### src/rtl/uart_pkg.sv
// Shared UART definitions: FSM encodings common to transmitter and receiver, default
// bit timing and the bit-counter width.
package uart_pkg;

    localparam int unsigned CLKS_PER_BIT_DEF = 50;
    localparam int unsigned CNT_W            = 9;
    localparam int unsigned STATE_W          = 3;
    localparam int unsigned DATA_W           = 8;

    typedef logic [DATA_W-1:0] uart_byte_t;

    localparam logic [STATE_W-1:0] S_IDLE    = 3'd0;
    localparam logic [STATE_W-1:0] S_START   = 3'd1;
    localparam logic [STATE_W-1:0] S_DATA    = 3'd2;
    localparam logic [STATE_W-1:0] S_STOP    = 3'd3;
    localparam logic [STATE_W-1:0] S_CLEANUP = 3'd4;

endpackage

### src/rtl/uart_tx_if.sv
// Byte write handshake between the CPU-side MMIO logic and the UART transmitter.
interface uart_tx_if;
    import uart_pkg::*;

    logic       i_Tx_DV;
    uart_byte_t i_Tx_Byte;
    logic       o_Tx_Ready;

    modport master (output i_Tx_DV, output i_Tx_Byte, input  o_Tx_Ready);
    modport slave  (input  i_Tx_DV, input  i_Tx_Byte, output o_Tx_Ready);

endinterface

### src/rtl/uart_tx_fifo.sv
// First-word-fall-through byte FIFO with wrap-bit pointers; used only when the
// transmitter is built with UARTTX_FIFO_EN.
module uart_tx_fifo import uart_pkg::*; #(
    parameter int unsigned DEPTH = 16
) (
    input  logic       clk,
    input  logic       rst_n,
    input  logic       wr_en,
    input  uart_byte_t wr_data,
    input  logic       rd_en,
    output uart_byte_t rd_data,
    output logic       full,
    output logic       empty
);

    localparam int unsigned AW = $clog2(DEPTH);
    localparam int unsigned PW = AW + 1;

    logic [PW-1:0] wr_ptr_q, wr_ptr_d;
    logic [PW-1:0] rd_ptr_q, rd_ptr_d;
    uart_byte_t    mem_q [DEPTH];
    logic          do_wr;
    logic          do_rd;

    assign empty   = (wr_ptr_q == rd_ptr_q);
    assign full    = (wr_ptr_q[AW] != rd_ptr_q[AW]) && (wr_ptr_q[AW-1:0] == rd_ptr_q[AW-1:0]);
    assign do_wr   = wr_en & ~full;
    assign do_rd   = rd_en & ~empty;
    assign rd_data = mem_q[rd_ptr_q[AW-1:0]];

    always_comb begin
        wr_ptr_d = wr_ptr_q;
        rd_ptr_d = rd_ptr_q;
        if (do_wr) wr_ptr_d = wr_ptr_q + PW'(1);
        if (do_rd) rd_ptr_d = rd_ptr_q + PW'(1);
    end

    always_ff @(posedge clk) begin
        if (!rst_n) begin
            wr_ptr_q <= '0;
            rd_ptr_q <= '0;
        end else begin
            wr_ptr_q <= wr_ptr_d;
            rd_ptr_q <= rd_ptr_d;
        end
    end

    // Storage is not reset; the pointers alone define which entries are live.
    always_ff @(posedge clk) begin
        if (do_wr) mem_q[wr_ptr_q[AW-1:0]] <= wr_data;
    end

endmodule

### src/rtl/uart_tx.sv
// 8N1 UART transmitter with a one-entry holding register, or a FIFO_DEPTH-entry
// FWFT FIFO when UARTTX_FIFO_EN is defined.
module uart_tx import uart_pkg::*; #(
    parameter int unsigned CLKS_PER_BIT = CLKS_PER_BIT_DEF,
    parameter int unsigned FIFO_DEPTH   = 16
) (
    input  logic     i_Clock,
    input  logic     reset_n,
    uart_tx_if.slave tx_if,
    output logic     o_Tx_Active,
    output logic     o_Tx_Serial,
    output logic     o_Tx_Done
);

    localparam logic [CNT_W-1:0] BIT_LAST = CNT_W'(CLKS_PER_BIT - 1);

    if (CLKS_PER_BIT < 2 || CLKS_PER_BIT > 511 || FIFO_DEPTH < 2 ||
        (FIFO_DEPTH & (FIFO_DEPTH - 1)) != 0) begin : g_param_check
        $error("uart_tx: CLKS_PER_BIT must be 2..511 and FIFO_DEPTH a power of 2 >= 2");
    end

    logic [STATE_W-1:0] state_q, state_d;
    logic [CNT_W-1:0]   cnt_q, cnt_d;
    logic [2:0]         idx_q, idx_d;
    logic [2:0]         idx_next;
    uart_byte_t         shift_q, shift_d;
    logic               serial_q, serial_d;
    logic               active_q, active_d;
    logic               done_q, done_d;
    logic               ready_q, ready_d;
    logic               bit_end;
    logic               pop;
    logic               wr_en;
    logic               buf_full;
    logic               buf_empty;
    uart_byte_t         buf_data;

    // A write is taken only while ready is shown and the buffer truly has room.
    assign wr_en = tx_if.i_Tx_DV & ready_q & ~buf_full;

`ifdef UARTTX_FIFO_EN
    uart_tx_fifo #(.DEPTH(FIFO_DEPTH)) u_fifo (
        .clk     (i_Clock),
        .rst_n   (reset_n),
        .wr_en   (wr_en),
        .wr_data (tx_if.i_Tx_Byte),
        .rd_en   (pop),
        .rd_data (buf_data),
        .full    (buf_full),
        .empty   (buf_empty)
    );
`else
    logic       hold_valid_q, hold_valid_d;
    uart_byte_t hold_data_q, hold_data_d;

    assign buf_full  = hold_valid_q;
    assign buf_empty = ~hold_valid_q;
    assign buf_data  = hold_data_q;

    always_comb begin
        hold_valid_d = hold_valid_q;
        hold_data_d  = hold_data_q;
        if (pop)   hold_valid_d = 1'b0;
        if (wr_en) begin
            hold_valid_d = 1'b1;
            hold_data_d  = tx_if.i_Tx_Byte;
        end
    end

    always_ff @(posedge i_Clock) begin
        if (!reset_n) begin
            hold_valid_q <= 1'b0;
            hold_data_q  <= '0;
        end else begin
            hold_valid_q <= hold_valid_d;
            hold_data_q  <= hold_data_d;
        end
    end
`endif

    assign bit_end  = (cnt_q == BIT_LAST);
    assign idx_next = idx_q + 3'd1;
    assign ready_d  = ~buf_full;

    // Serial, active and done are computed as next values so they leave on flops.
    always_comb begin
        state_d  = state_q;
        cnt_d    = cnt_q;
        idx_d    = idx_q;
        shift_d  = shift_q;
        serial_d = serial_q;
        active_d = active_q;
        done_d   = 1'b0;
        pop      = 1'b0;
        case (state_q)
            S_IDLE: begin
                serial_d = 1'b1;
                active_d = 1'b0;
                cnt_d    = '0;
                idx_d    = '0;
                if (!buf_empty) begin
                    pop      = 1'b1;
                    shift_d  = buf_data;
                    state_d  = S_START;
                    serial_d = 1'b0;
                    active_d = 1'b1;
                end
            end
            S_START: begin
                if (bit_end) begin
                    cnt_d    = '0;
                    idx_d    = '0;
                    state_d  = S_DATA;
                    serial_d = shift_q[0];
                end else begin
                    cnt_d = cnt_q + CNT_W'(1);
                end
            end
            S_DATA: begin
                if (bit_end) begin
                    cnt_d = '0;
                    if (idx_q == 3'd7) begin
                        state_d  = S_STOP;
                        serial_d = 1'b1;
                    end else begin
                        idx_d    = idx_next;
                        serial_d = shift_q[idx_next];
                    end
                end else begin
                    cnt_d = cnt_q + CNT_W'(1);
                end
            end
            S_STOP: begin
                if (bit_end) begin
                    cnt_d    = '0;
                    state_d  = S_CLEANUP;
                    serial_d = 1'b1;
                    active_d = 1'b0;
                    done_d   = 1'b1;
                end else begin
                    cnt_d = cnt_q + CNT_W'(1);
                end
            end
            S_CLEANUP: begin
                state_d  = S_IDLE;
                serial_d = 1'b1;
                active_d = 1'b0;
            end
            default: begin
                state_d  = S_IDLE;
                serial_d = 1'b1;
                active_d = 1'b0;
                cnt_d    = '0;
                idx_d    = '0;
            end
        endcase
    end

    always_ff @(posedge i_Clock) begin
        if (!reset_n) begin
            state_q  <= S_IDLE;
            cnt_q    <= '0;
            idx_q    <= '0;
            shift_q  <= '0;
            serial_q <= 1'b1;
            active_q <= 1'b0;
            done_q   <= 1'b0;
            ready_q  <= 1'b1;
        end else begin
            state_q  <= state_d;
            cnt_q    <= cnt_d;
            idx_q    <= idx_d;
            shift_q  <= shift_d;
            serial_q <= serial_d;
            active_q <= active_d;
            done_q   <= done_d;
            ready_q  <= ready_d;
        end
    end

    assign tx_if.o_Tx_Ready = ready_q;
    assign o_Tx_Serial      = serial_q;
    assign o_Tx_Active      = active_q;
    assign o_Tx_Done        = done_q;

endmodule

### src/flat_wrapper.sv
// flat-port wrapper written by rule: the top's interface ports become plain ports
module uart_tx_flat import uart_pkg::*;
#(
    parameter int unsigned CLKS_PER_BIT = CLKS_PER_BIT_DEF,
    parameter int unsigned FIFO_DEPTH   = 16
)
  (i_Clock, reset_n, o_Tx_Active, o_Tx_Serial, o_Tx_Done, tx_if_i_Tx_DV, tx_if_i_Tx_Byte, tx_if_o_Tx_Ready);
  uart_tx_if tx_if_i ();
  input  logic i_Clock;
  input  logic reset_n;
  output logic o_Tx_Active;
  output logic o_Tx_Serial;
  output logic o_Tx_Done;
  input wire logic [$bits(tx_if_i.i_Tx_DV)-1:0] tx_if_i_Tx_DV;
  input wire logic [$bits(tx_if_i.i_Tx_Byte)-1:0] tx_if_i_Tx_Byte;
  output wire logic [$bits(tx_if_i.o_Tx_Ready)-1:0] tx_if_o_Tx_Ready;
  assign tx_if_i.i_Tx_DV = tx_if_i_Tx_DV;
  assign tx_if_i.i_Tx_Byte = tx_if_i_Tx_Byte;
  assign tx_if_o_Tx_Ready = tx_if_i.o_Tx_Ready;
  uart_tx #(.CLKS_PER_BIT(CLKS_PER_BIT), .FIFO_DEPTH(FIFO_DEPTH)) u_core (.i_Clock(i_Clock), .reset_n(reset_n), .tx_if(tx_if_i), .o_Tx_Active(o_Tx_Active), .o_Tx_Serial(o_Tx_Serial), .o_Tx_Done(o_Tx_Done));
endmodule
### config.mk
export PLATFORM = sky130hd
export DESIGN_NAME = uart_tx_flat
export DESIGN_NICKNAME = d
export VERILOG_FILES = /design/src/rtl/uart_pkg.sv /design/src/rtl/uart_tx_if.sv /design/src/rtl/uart_tx_fifo.sv /design/src/rtl/uart_tx.sv /design/src/flat_wrapper.sv
export SDC_FILE = /design/constraint.sdc
export NUM_CORES = 1
export LEC_CHECK = 0
export ABC_AREA = 1
export BUFFER_PORTS_ARGS = -buffer_cell sky130_fd_sc_hd__clkbuf_2
export CORE_AREA = 10 10 86 88
export CTS_CLUSTER_SIZE = 12
export DETAILED_ROUTE_END_ITERATION = 6
export DIE_AREA = 0 0 96 98
export SLEW_MARGIN = 40
export SYNTH_ARGS = -nofsm -noshare
export SYNTH_HDL_FRONTEND = slang
export SYNTH_SLANG_ARGS = --single-unit
export TNS_END_PERCENT = 10
### constraint.sdc
create_clock -name i_Clock -period 3.8 [get_ports i_Clock]
set_input_delay 0.57 -clock i_Clock [delete_from_list [all_inputs] [get_ports i_Clock]]
set_output_delay 0.57 -clock i_Clock [all_outputs]
set_load 0.01 [all_outputs]
Word level (Yosys, flattened, before mapping) --
Cells that the tools add are included.
Cells by class: add/sub/neg operators 2, magnitude comparators 1, equality and inequality tests 12, multiplexer cells 27, bitwise operators 5, reduce and logical (&&, ||, !) cells 11
Operator list (number):
- $mux W3 | 8
- $pmux W9 S2 | 1
- $mux W1 | 12
- $pmux W3 S4 | 1
- $ne A2 B1 Y1 const B | 5
- $add A9 B1 Y9 const B | 1
- $eq A9 B6 Y1 const B | 1
- $mux W9 | 1
- $pmux W3 S3 | 1
- $eq A3 B2 Y1 const B | 2
- $eq A3 B3 Y1 const B | 2
- $reduce_and A2 Y1 | 3
- $reduce_and A5 Y1 | 1
- $lt A3 B4 Y1 const B | 1
- $pmux W1 S4 | 1
- $reduce_and A4 Y1 | 1
- $reduce_or A2 Y1 | 2
- $add A3 B1 Y3 const B | 1
- $bmux W1 S3 | 1
- $eq A3 B1 Y1 const B | 1
- $logic_not A3 Y1 | 1
- $not A1 Y1 | 3
- $pmux W1 S3 | 1
- $reduce_and A3 Y1 | 1
- 4 further kinds | 5
Storage, ports and cells: bits in registers 36, bits of input ports 11

Logic depth before layout (Yosys ltp) --
Gate-level depths: netlist of run 1.
depth in word-level cells 6, depth in mapped cells 10, gate-level depth less buffers 10

Worst setup path before layout of run 1 --
No wires, ideal clock.
kind register -> register, from reg u_core.idx_q[0], to reg u_core.serial_q (netlist: u_core.o_Tx_Serial), setup time 0.113 ns, arrival time 1.290 ns, required time 3.687 ns, setup slack 2.397 ns, stages on the path, launching flop included 11, buffers on the path 0, cells stage by stage dfxtp_1 ha_1 ha_1 inv_1 nand3_1 nand3_1 nand3_1 nand2_1 nand2_1 nand2_1 nand2_1
Between the ends: cells in the longest elaborated chain, start to end 6
Ends and longest elaborated chain:
- from (decl) | RTL line uart_tx.sv:24 | logic [2:0] idx_q, idx_d;
- from (signal assigned) | RTL line uart_tx.sv:172 | idx_q <= idx_d;
- $add A3 B1 Y3 | RTL line uart_tx.sv:82 | assign idx_next = idx_q + 3'd1;
- $bmux W1 S3 | RTL line uart_tx.sv:127 | serial_d = shift_q[idx_next];
- $mux W1 (implied by the code) | RTL line uart_tx.sv:127
- $mux W1 (*) | RTL line uart_tx.sv:122 | if (idx_q == 3'd7) begin
- $mux W1 (*) | RTL line uart_tx.sv:120 | if (bit_end) begin
- $pmux W1 S4 (*) | RTL line uart_tx.sv:95 | case (state_q)
- to (signal assigned) | RTL line uart_tx.sv:174 | serial_q <= serial_d;
- to (decl) | RTL line uart_tx.sv:27 | logic serial_q, serial_d;
Mark *: on every way between the ends. The rest lies on a longest branch, timed or not. The select of a mux whose other input is x is not followed. A chain may end at the register's enable or synchronous reset.

Worst setup path after layout of run 1 --
from reg u_core.state_q[0], to reg u_core.shift_q[7]
Between the ends: cells in the longest elaborated chain, start to end 2
Ends and longest elaborated chain:
- from (decl) | RTL line uart_tx.sv:22 | logic [STATE_W-1:0] state_q, state_d;
- from (signal assigned) | RTL line uart_tx.sv:170 | state_q <= state_d;
- $logic_not A3 Y1 | RTL line uart_tx.sv:95
- $reduce_and A2 Y1 (no line)
- to (signal assigned) | RTL line uart_tx.sv:173 | shift_q <= shift_d;
- to (decl) | RTL line uart_tx.sv:26 | uart_byte_t shift_q, shift_d;
No other way between the ends.

==> results.md, run 1 <==
* Status: complete, no violations
* Worst Skew at 6.562 ps
* Synth cell types at 27
* Layout area overhead at 15.13%
* Top cells by area, synth: dfxtp_1 (44%), nand2_1 (11%), nor2_1 (7.1%), a21oi_1 (4.9%), inv_1 (4.6%)
* Post-DP Area at 1797 um2
* Via Count at 1,394
* # H-tree levels at 2
* Max rail drop VDD at 0.2843 mV
* Starting Density at 28.64%
* Required @ worst endpoint at 4020 ps
* Leakage at 0.7275 nW
* Vias in the first global route at 1,428
* Global route overflow at 0
* Util after Layout at 32.97%
* Synth Instances at 224
* Synth area leader: dfxtp_1
* CP arrival at 1790 ps
* Critical path class: reg2reg
* Max-slew violation count at 0
* Worst-Skew Late Latency at 290 ps
* Final TNS setup at 0 ps
* Postcts setup bufs at 0
* Pre-CTS WS at 2192 ps
* Drt pass-1 iters at 4
* # clock sinks at 36
* # resized after CTS at 0
* Synth Cell Area at 1645 um2
* Port bufs at 14
* Wire length per cell at 10.29 um
* Ant. Diodes at 0
* Final setup viols at 0
* CTS tree: built
* Worst Tran Pin Value at 537.2 ps
* Total track usage at 7.733%
* Syn_nets at 239
* Clock transition at path regs at 70 ps
* Routed Antenna Nets at 0
* Root buffer cell: clkbuf_8
* Final Hold Vio Count at 0
* I/O pin total at 15
* Nets at 257
* Startpoint Class: flop
* Tcrit/Tclk final at 41.43%
* CTS max path bufs at 2
* Gpl congestion at 0.7712
* Crit path max fanout at 12
* Crit path capture type: flop
* Setup WS post-layout at 2226 ps
* Final Cell Area at 1894 um2
* Initial antenna violation count at 0
* Initial drt markers at 49
* CTS Buf Count at 5
* Hold/Removal Path Class: reg2reg
* Seq cells post-synth at 36
* Post-DR vias/cell at 4.384
* Sequential-to-total area share from yosys stat at 43.80%
* PwrDens at 535.2 nW/um2
* Die Ht at 98 um
* Die area at 9408 um2
* Hold buffers post-CTS at 0
* Cell Rows at 28
* Share of layout cells above drive strength 1 at 18.52%
* Maxcap violations at 0
* Largest net degree at the start of global routing at 17
* DP Wirelength at 2.465 mm
* WL final at 3.272 mm
* Share of the synthesized area in the top cell type at 43.80%
* First-pass GRT wire length at 6.030 mm
* Overall die width at 96 um
* Minimum clock period at 1574 ps
* Fmax at 0.6352 GHz
* RSZ-0062 raised after global routing: false
* Ys Warns at 0
* Core ar. at 5746 um2
* Syn Area/Cell at 7.345 um2
* DRC at 0
* Slew margin rel. at 64.14%
-- flip-flops by register name, summed over array words and instances (netlist names) --
| signal | count |
|---|---|
| u_core.o_Tx_Serial | 1 |
| u_core.tx_if.o_Tx_Ready | 1 |
| u_core.idx_q | 3 |
| u_core.o_Tx_Active | 1 |
| u_core.o_Tx_Done | 1 |
| u_core.state_q | 3 |
| u_core.cnt_q | 9 |
| u_core.shift_q | 8 |
| u_core.buf_data | 8 |
| u_core.buf_full | 1 |
-- layer usage --
| layer | up-vias | GRT usage, % | wire, um |
|---|---|---|---|
| met5 | - | 0 | 0 |
| met4 | 0 | 3.405 | 68 |
| met3 | 7 | 2.986 | 164 |
| met2 | 23 | 11.76 | 1448 |
| met1 | 598 | 9.354 | 1591 |
| li1 | 766 | - | - |
-- cells in the mapped netlist --
cell	instances
a211oi_1	1
a21oi_1	16
a21oi_2	3
and2_1	1
buf_2	1
clkbuf_1	2
dfxtp_1	36
ha_1	4
inv_1	20
inv_2	3
nand2_1	49
nand2_2	7
nand2_4	1
nand3_1	15
nand3_2	1
nand4_1	4
nor2_1	31
nor2_2	2
nor3_1	6
nor3_2	2
nor3_4	1
nor3b_2	2
o21ai_0	12
o21bai_1	1
o22ai_1	1
or2_1	1
or2_2	1
-- cells by family after synthesis --
family,after synthesis,synth area share (%)
AO/OA/AOI/OAI,34,11.41
AND/OR/NAND/NOR,124,35.74
flip-flops,36,43.80
buffers and inverters,26,6.007
adder cells (fa/ha/maj),4,3.042
-- cell type report --
type	instances	area, um2
fill	645	3851
multi-input combinational	162	825.8
clock buffer	6	82.58
timing repair buffer	14	70.07
sequential	36	720.7
clock inverter	2	15.01
tap	75	93.84
inverter	23	86.33
-- cells in the final DEF (no fill, tap or decap) --
master / n
nor2_2: 2
nor3_2: 2
nand3_2: 1
a21oi_2: 3
nor2_1: 31
clkinvlp_4: 2
o22ai_1: 1
a211oi_1: 1
nand2_4: 1
o21bai_1: 1
dfxtp_1: 36
o21ai_0: 12
inv_2: 3
nor3_1: 6
or2_1: 1
ha_1: 4
clkbuf_8: 6
nand3_1: 15
nand2_1: 49
nor3_4: 1
or2_2: 1
clkbuf_2: 14
nor3b_2: 2
a21oi_1: 16
and2_1: 1
nand2_2: 7
inv_1: 20
nand4_1: 4
-- path summary, 6_finish.rpt --
| kind | endpoint | cells after the start | slack [ps] | startpoint |
|---|---|---|---|---|
| worst max-delay path | u_core.shift_q[7] | 5 | 2230 | u_core.state_q[0] |
| worst min-delay path | u_core.tx_if.o_Tx_Ready | 1 | 430 | u_core.buf_full |
| worst max register to register | u_core.shift_q[7] | 5 | 2230 | u_core.state_q[0] |
| worst min register to register | u_core.tx_if.o_Tx_Ready | 1 | 430 | u_core.buf_full |
-- worst max-delay path, cell delays in order, from the launching register on --
cell and delay [ps]:
dfxtp_1 400, nor2_1 220, nand3_1 340, inv_1 320, nand2_1 110, a21oi_1 120
-- through the flow --
step / std cells / hold WS, ps / power, mW
CTS: 318 / 424.6 / 1.025
global route: 318 / 444.2 / 1.092
detailed placement: 310 / 401.6 / 0.7333
floorplan: 224 / 385.0 / 0.6713
global placement: 310 / 409.6 / 0.7316
finish: 318 / 429.4 / 1.014
-- report_power, final --
part / total [mW] / switching, mW / internal (mW)
logic: 0.263 / 0.172 / 0.0910
clock network: 0.292 / 0.145 / 0.147
registers: 0.459 / 0.0384 / 0.421
total: 1.01 / 0.355 / 0.658
Power figures use the tool's default switching activity.
==> run 2, diff against run 1 <==
--- a/config.mk
+++ b/config.mk
@@ -5,12 +5,12 @@
 export SDC_FILE = /design/constraint.sdc
 export NUM_CORES = 1
 export LEC_CHECK = 0
-export ABC_AREA = 1
+export ABC_AREA = 0
 export BUFFER_PORTS_ARGS = -buffer_cell sky130_fd_sc_hd__clkbuf_2
-export CORE_AREA = 10 10 86 88
+export CORE_AREA = 10 10 85 87
 export CTS_CLUSTER_SIZE = 12
 export DETAILED_ROUTE_END_ITERATION = 6
-export DIE_AREA = 0 0 96 98
+export DIE_AREA = 0 0 95 97
 export SLEW_MARGIN = 40
 export SYNTH_ARGS = -nofsm -noshare
 export SYNTH_HDL_FRONTEND = slang
==> constraint.sdc (replaced) <==
create_clock -name i_Clock -period 1.3 [get_ports i_Clock]
set_input_delay 0.195 -clock i_Clock [delete_from_list [all_inputs] [get_ports i_Clock]]
set_output_delay 0.195 -clock i_Clock [all_outputs]
set_load 0.01 [all_outputs]
==> results.md, run 2 <==
* Status: complete, but fails checks
* Failing checks: negative setup slack
* WHS Path Cells at 3 (+2)
* Final TNS setup at -4372 ps (-4372 ps)
* Worst-Skew Late Latency at 280 ps (about the same)
* Top-count cell post-synth: dfxtp_1
* Biggest register: u_core.cnt_q
* Ant. Diodes at 0 (unchanged)
* Synth cell types at 37 (+37%)
* I/O pin total at 15 (unchanged)
* Synth area leader: dfxtp_1
* Max reg flops at 9 (unchanged)
* Total track usage at 7.897% (+0.16 points)
* Synth Instances at 178 (-21%)
* # H-tree levels at 2 (unchanged)
* Share of the synthesized area in the top cell type at 44.65% (+0.85 points)
* Startpoint Class: flop
* Max-slew violation count at 0 (unchanged)
* Top cells by instance count after synthesis: dfxtp_1 (36), nand2_1 (26), nor2_1 (20), a21oi_1 (13), mux2i_1 (12)
* Largest net degree at the start of global routing at 22 (+5)
* Pre-CTS WS at -469.7 ps (-2661 ps)
* Placed insts at 283 (-8.7%)
* CTS Buf Count at 5 (unchanged)
* CP max stage cell: mux4_2
* Syn Area/Cell at 9.068 um2 (+23%)
* Post-synth EDFFs at 0 (unchanged)
* Root buffer cell: clkbuf_8
* Seq cells post-synth at 36 (unchanged)
* Fmax at 0.5734 GHz (-9.7%)
* CP cell instances: ha_4, ha_4, mux4_2, mux2_4, nand2_2, a32oi_1
* Critical path class: reg2reg
* Wire length per cell at 11.98 um (+16%)
* Final setup viols at 18 (+18)
* Starting Density at 29.49% (+0.86 points)
* Final Hold Vio Count at 0 (unchanged)
* Nets at 236 (-8.2%)
* Worst path most repeated cell: ha_4
* Multi-input gate area at 938.4 um2 (+14%)
* Crit path max fanout at 2 (-10)
* Worst Skew at 5.465 ps (-1.096 ps)
* Minimum clock period at 1744 ps (+169.7 ps)
* Leakage at 0.8848 nW (+22%)
* Core ar. at 5473 um2 (-4.7%)
* Crit path capture type: flop
* Via Count at 1,366 (-2.0%)
* # clock sinks at 36 (unchanged)
* Ys Warns at 0 (unchanged)
* Overall die width at 95 um (-1.0%)
* Top_reg_cell synth: dfxtp_1
* Gpl congestion at 0.7803 (+1.2%)
* Slew margin rel. at 68.06% (+3.9 points)
* Worst reg2reg path depth at 6 (+1)
* Syn_nets at 193 (-19%)
* Maxcap violations at 0 (unchanged)
* Max rail drop VDD at 0.6238 mV (+120%)
* DRC at 0 (unchanged)
* Synth async-reset ratio at 0% (unchanged)
* Required @ worst endpoint at 1460 ps (-2560 ps)
* CTS max path bufs at 2 (unchanged)
* Routed Antenna Nets at 0 (unchanged)
* Global route overflow at 0 (unchanged)
* Worst Tran Pin Value at 478.1 ps (-59.17 ps)
* Initial antenna violation count at 0 (unchanged)
* Top cells by area, synth: dfxtp_1 (45%), mux2i_1 (7.4%), nand2_1 (6.0%), nor2_1 (4.7%), a21oi_1 (4.0%)
* Die Ht at 97 um (-1.0%)
* Drt pass-1 iters at 4 (unchanged)
* Final non-filler cell total at 294 (-7.5%)
* Port bufs at 14 (unchanged)
* Initial drt markers at 46 (-6.1%)
* Sequential-to-total area share from yosys stat at 44.65% (+0.85 points)
* Fillers at 561 (-13%)
* PwrDens at 1083 nW/um2 (+100%)
* Post-DR vias/cell at 4.646 (+6.0%)
* Share of layout cells above drive strength 1 at 35.14% (+17 points)
* Cell Rows at 27 (-3.6%)
* Clock transition at path regs at 70 ps (about the same)
* Tcrit/Tclk final at 134.2% (+93 points)
* Hold/Removal Path Class: in2reg
* WL final at 3.521 mm (+7.6%)
* First-pass GRT wire length at 6.058 mm (+0.46%)
* Vias in the first global route at 1,322 (-7.4%)
* Reg area at 728.2 um2 (+1.0%)
* Most frequent cells in the layout: buf_4 (30), dfxtp_1 (30), nand2_1 (24)
* Worst reg-to-reg setup slack at -440 ps (-2670 ps)
* DP Wirelength at 2.575 mm (+4.5%)
* Hold buffers post-CTS at 0 (unchanged)
* Synth Cell Area at 1614 um2 (-1.9%)
* Critical Path Max Stage Delay at 490 ps (+90 ps)
* CP arrival at 1910 ps (+120 ps)
* Setup WS post-layout at -444.1 ps (-2670 ps)
* RSZ-0062 raised after global routing: true
* Die area at 9215 um2 (-2.1%)
* Layout area overhead at 35.43%
* CTS tree: built
run 2: changes by cell type in the layout (fill, tap and decap cells not counted), sizes merged, moves of 4 or more:
cell   previous run  this run
nand2            57        26
nor2             33        20
o21ai            12         5
buf               0        31
nand3            16         7
xor2              0         4
nor3              9         5
mux2i             0        12
a21oi            19        13
inv              23         4
run 2: worst max-delay path, delay by kind of cell, from the launching register on:
family,cells,cell delay (ps)
AND/OR/NAND/NOR,1,50
multiplexers,2,770
flip-flops,1,340
AO/OA/AOI/OAI,1,40
adder cells (fa/ha/maj),2,430
run 2: path summary, 6_finish.rpt:
check | endpoint | from
worst max register to register | u_core.o_Tx_Serial | u_core.idx_q[0]
worst max-delay path | u_core.o_Tx_Serial | u_core.idx_q[0]
worst min register to register | u_core.shift_q[3] | u_core.shift_q[3]
worst min-delay path | u_core.buf_data[1] | tx_if_i_Tx_Byte[1]
run 2: power breakdown:
part,switching [mW],internal [mW]
clock,0.398,0.569
combinational,0.119,0.117
sequential,0.0230,1.14
total,0.540,1.83
run 2: per-layer routing:
| layer | global-route usage [%] | routed length [um] |
|---|---|---|
| met3 | 2.159 | 112 |
| met5 | 0 | 0 |
| met1 | 10.16 | 1756 |
| met2 | 11.92 | 1589 |
| met4 | 3.432 | 62 |
run 2: through the flow:
stage / hold slack (ps) / utilization [%] / area, um2 / total power [mW]
final: 139.0 / 39.94 / 2186 / 2.368
after CTS: 139.7 / 39.21 / 2146 / 2.372
after floorplan: 338.9 / - / 1652 / 1.321
after detailed placement: 435.6 / 36.31 / 1987 / 1.403
after global routing: 148.5 / 39.94 / 2186 / 2.465
after global placement: 426.2 / 36.31 / 1987 / 1.402
run 2: logic make-up (layout without fill, tap and decap cells):
family | after synthesis | count (layout) | share of synthesized area (%)
adders and majority gates | 4 | 4 | 3.101
DFF | 36 | 36 | 44.65
muxes | 15 | 15 | 10.93
AOI/OAI and AO/OA | 25 | 25 | 9.380
buffers and inverters | 13 | 57 | 3.100
and+or+nand+nor | 78 | 78 | 25.04
xor gates and xnor gates | 7 | 7 | 3.799
run 2: layout make-up:
class	count	area share [%]
Timing Repair Buffer	45	14.02
Multi-Input combinational cell	129	42.93
Clock buffer	6	3.320
Tap cell	72	4.121
Inverter	4	0.6869
Sequential cell	36	33.31
Clock inverter	2	1.603
run 2: timing repair:
item	CTS	global route
pin swaps	18	5
setup endpoints to repair	26	26
setup buffers	1	2
resized for setup	10	7
==> run 3, diff against run 2 <==
--- a/config.mk
+++ b/config.mk
@@ -7,10 +7,10 @@
 export LEC_CHECK = 0
 export ABC_AREA = 0
 export BUFFER_PORTS_ARGS = -buffer_cell sky130_fd_sc_hd__clkbuf_2
-export CORE_AREA = 10 10 85 87
+export CORE_AREA = 10 10 79 81
 export CTS_CLUSTER_SIZE = 12
 export DETAILED_ROUTE_END_ITERATION = 6
-export DIE_AREA = 0 0 95 97
+export DIE_AREA = 0 0 89 91
 export SLEW_MARGIN = 40
 export SYNTH_ARGS = -nofsm -noshare
 export SYNTH_HDL_FRONTEND = slang
==> results.md, run 3 (synthesis results as in run 2) <==
* Status: complete, but fails checks
* Failing checks: negative setup slack
* Post-DP Area at 1979 um2 (-0.38%)
* Final Hold Vio Count at 0 (unchanged)
* Wire length per cell at 12.40 um (+3.6%)
* Combinational share of power at 11.0% (+1.1 points)
* Port bufs at 14 (unchanged)
* # clock sinks at 36 (unchanged)
* Die area at 8099 um2 (-12%)
* Crit path max fanout at 2 (unchanged)
* Max-slew violation count at 0 (unchanged)
* Startpoint Class: flop
* Setup crit start: u_core.idx_q[1]
* Fmax at 0.5794 GHz (+1.1%)
* Required @ worst endpoint at 1470 ps (about the same)
* Gpl congestion at 0.7708 (-1.2%)
* Vias in the first global route at 1,302 (-1.5%)
* I/O pin total at 15 (unchanged)
* Total track usage at 8.998% (+1.1 points)
* Minimum clock period at 1726 ps (-18.31 ps)
* Pre-CTS WS at -449.2 ps (+20.52 ps)
* Clock transition at path regs at 70 ps (about the same)
* Final TNS setup at -3956 ps (+416.0 ps)
* CTS Buf Count at 5 (unchanged)
* CP max stage cell: mux4_2
* First-pass GRT wire length at 5.816 mm (-4.0%)
* Worst path most repeated cell: ha_4
* Share of layout cells above drive strength 1 at 35.87% (+0.74 points)
* Largest net degree at the start of global routing at 22 (unchanged)
* Max reg flops at 9 (unchanged)
* Hold Crit Start: tx_if_i_Tx_Byte[0]
* Max rail drop VDD at 0.5937 mV (-4.8%)
* Switching pwr at 0.5435 mW (+0.73%)
* Leakage at 0.8935 nW (+0.99%)
* Ant. Diodes at 0 (unchanged)
* DRC at 0 (unchanged)
* WHS at 133.5 ps (-5.538 ps)
* Root buffer cell: clkbuf_8
* Worst Tran Pin Value at 534.2 ps (+56.15 ps)
* WL final at 3.436 mm (-2.4%)
* Global route overflow at 0 (unchanged)
* Die Ht at 91 um (-6.2%)
* Final setup viols at 16 (-2)
* Core ar. at 4661 um2 (-15%)
* Tcrit/Tclk final at 132.8% (-1.4 points)
* Worst-Skew Late Latency at 290 ps (about the same)
* Clock power frac at 37.1% (-3.8 points)
* Cell Rows at 25 (-7.4%)
* Nets at 237 (+0.42%)
* Biggest register: u_core.cnt_q
* Via Count at 1,362 (-0.29%)
* Initial antenna violation count at 0 (unchanged)
* Commonest non-fill, non-tap cell in the layout: dfxtp_1
* Most frequent cells in the layout: dfxtp_1 (29), buf_4 (28), nand2_1 (25)
* Final Cell Area at 2182 um2 (-0.17%)
* Crit path capture type: flop
* Hold/Removal Path Class: in2reg
* CP arrival at 1890 ps (-20 ps)
* Switching Share at 24.22% (+1.4 points)
* Pint at 1.700 mW (-7.0%)
* Starting Density at 34.63% (+5.1 points)
* Maxcap violations at 0 (unchanged)
* CTS tree: built
* Worst Skew at 4.000 ps (-1.465 ps)
* RR Startpoint: u_core.idx_q[1]
* Drt pass-1 iters at 4 (unchanged)
* Slew margin rel. at 64.31% (-3.8 points)
* Fillers at 438 (-22%)
* Setup WS post-layout at -425.8 ps (+18.31 ps)
* DP Wirelength at 2.498 mm (-3.0%)
* Overall die width at 89 um (-6.3%)
* Reg area at 729.5 um2 (+0.17%)
* Initial drt markers at 34 (-26%)
* RSZ-0062 raised after global routing: true
* CP cell instances: ha_4, ha_4, mux4_2, mux2_4, nand2_1, a32oi_1
* CTS max path bufs at 2 (unchanged)
* Routed Antenna Nets at 0 (unchanged)
* Layout area overhead at 35.19%
* Critical Path Max Stage Delay at 480 ps (about the same)
* Seq pwr share at 51.9% (+2.7 points)
* Post-DR vias/cell at 4.917 (+5.8%)
* # H-tree levels at 2 (unchanged)
* PwrDens at 1028 nW/um2 (-5.1%)
* Multi-input gate area at 942.2 um2 (+0.40%)
* Critical path class: reg2reg
[run 3: changes by cell type in the layout (fill, tap and decap cells not counted), moves of 2 or more]
cell | previous run | this run
nor3b_1 | 3 | 1
buf_6 | 1 | 3
nor3b_2 | 0 | 2
buf_4 | 30 | 28
[run 3: worst paths after layout]
| kind | endpoint | slack (ps) | cells after the start |
|---|---|---|---|
| setup / recovery | u_core.o_Tx_Serial | -430 | 6 |
| hold / removal | u_core.buf_data[0] | 130 | 3 |
| setup reg to reg | u_core.o_Tx_Serial | -430 | 6 |
| hold reg to reg | u_core.shift_q[1] | 450 | 2 |
[run 3: worst max-delay path: cells and delay by family (launching register included)]
| family | cells | cell delay, ps |
|---|---|---|
| and+or+nand+nor | 1 | 60 |
| AOI/OAI and AO/OA | 1 | 40 |
| adders and majority gates | 2 | 420 |
| muxes | 2 | 740 |
| DFF | 1 | 340 |
[run 3: per-layer routing]
layer | global-route usage, % | wire length (um) | up-vias
met5 | 0 | 0 | -
met4 | 5.570 | 81 | 0
met3 | 2.145 | 91 | 6
met2 | 13.79 | 1558 | 15
met1 | 10.98 | 1704 | 633
li1 | - | - | 708
[run 3: through the flow]
step / power [mW] / cells / util, %
global placement: 1.406 / 267 / 42.47
detailed placement: 1.409 / 267 / 42.47
floorplan: 1.321 / 178 / -
global route: 2.348 / 277 / 46.82
CTS: 2.254 / 276 / 45.69
finish: 2.244 / 277 / 46.82
[run 3: what timing repair did]
item                                    4_1_cts  5_1_grt
pin swaps                                    17        3
hold buffers                                  0        0
endpoints found under the setup margin       25       26
setup buffers                                 1        1
resized for setup                            12        8
[run 3: area by class of cell]
class | count | area share, %
Multi-Input combinational cell | 129 | 43.18
Sequential cell | 36 | 33.43
Timing Repair Buffer | 46 | 15.31
Clock buffer | 7 | 3.956
Tap cell | 54 | 3.096
Inverter | 4 | 0.6881
Clock inverter | 1 | 0.3440
[run 3: power groups by stage]
stage	clock network, mW	registers [mW]	logic [mW]
finish	0.832	1.16	0.248
global route	0.903	1.17	0.276
detailed placement	0	1.19	0.221
floorplan	0	1.19	0.132
global placement	0	1.19	0.218
CTS	0.856	1.16	0.234
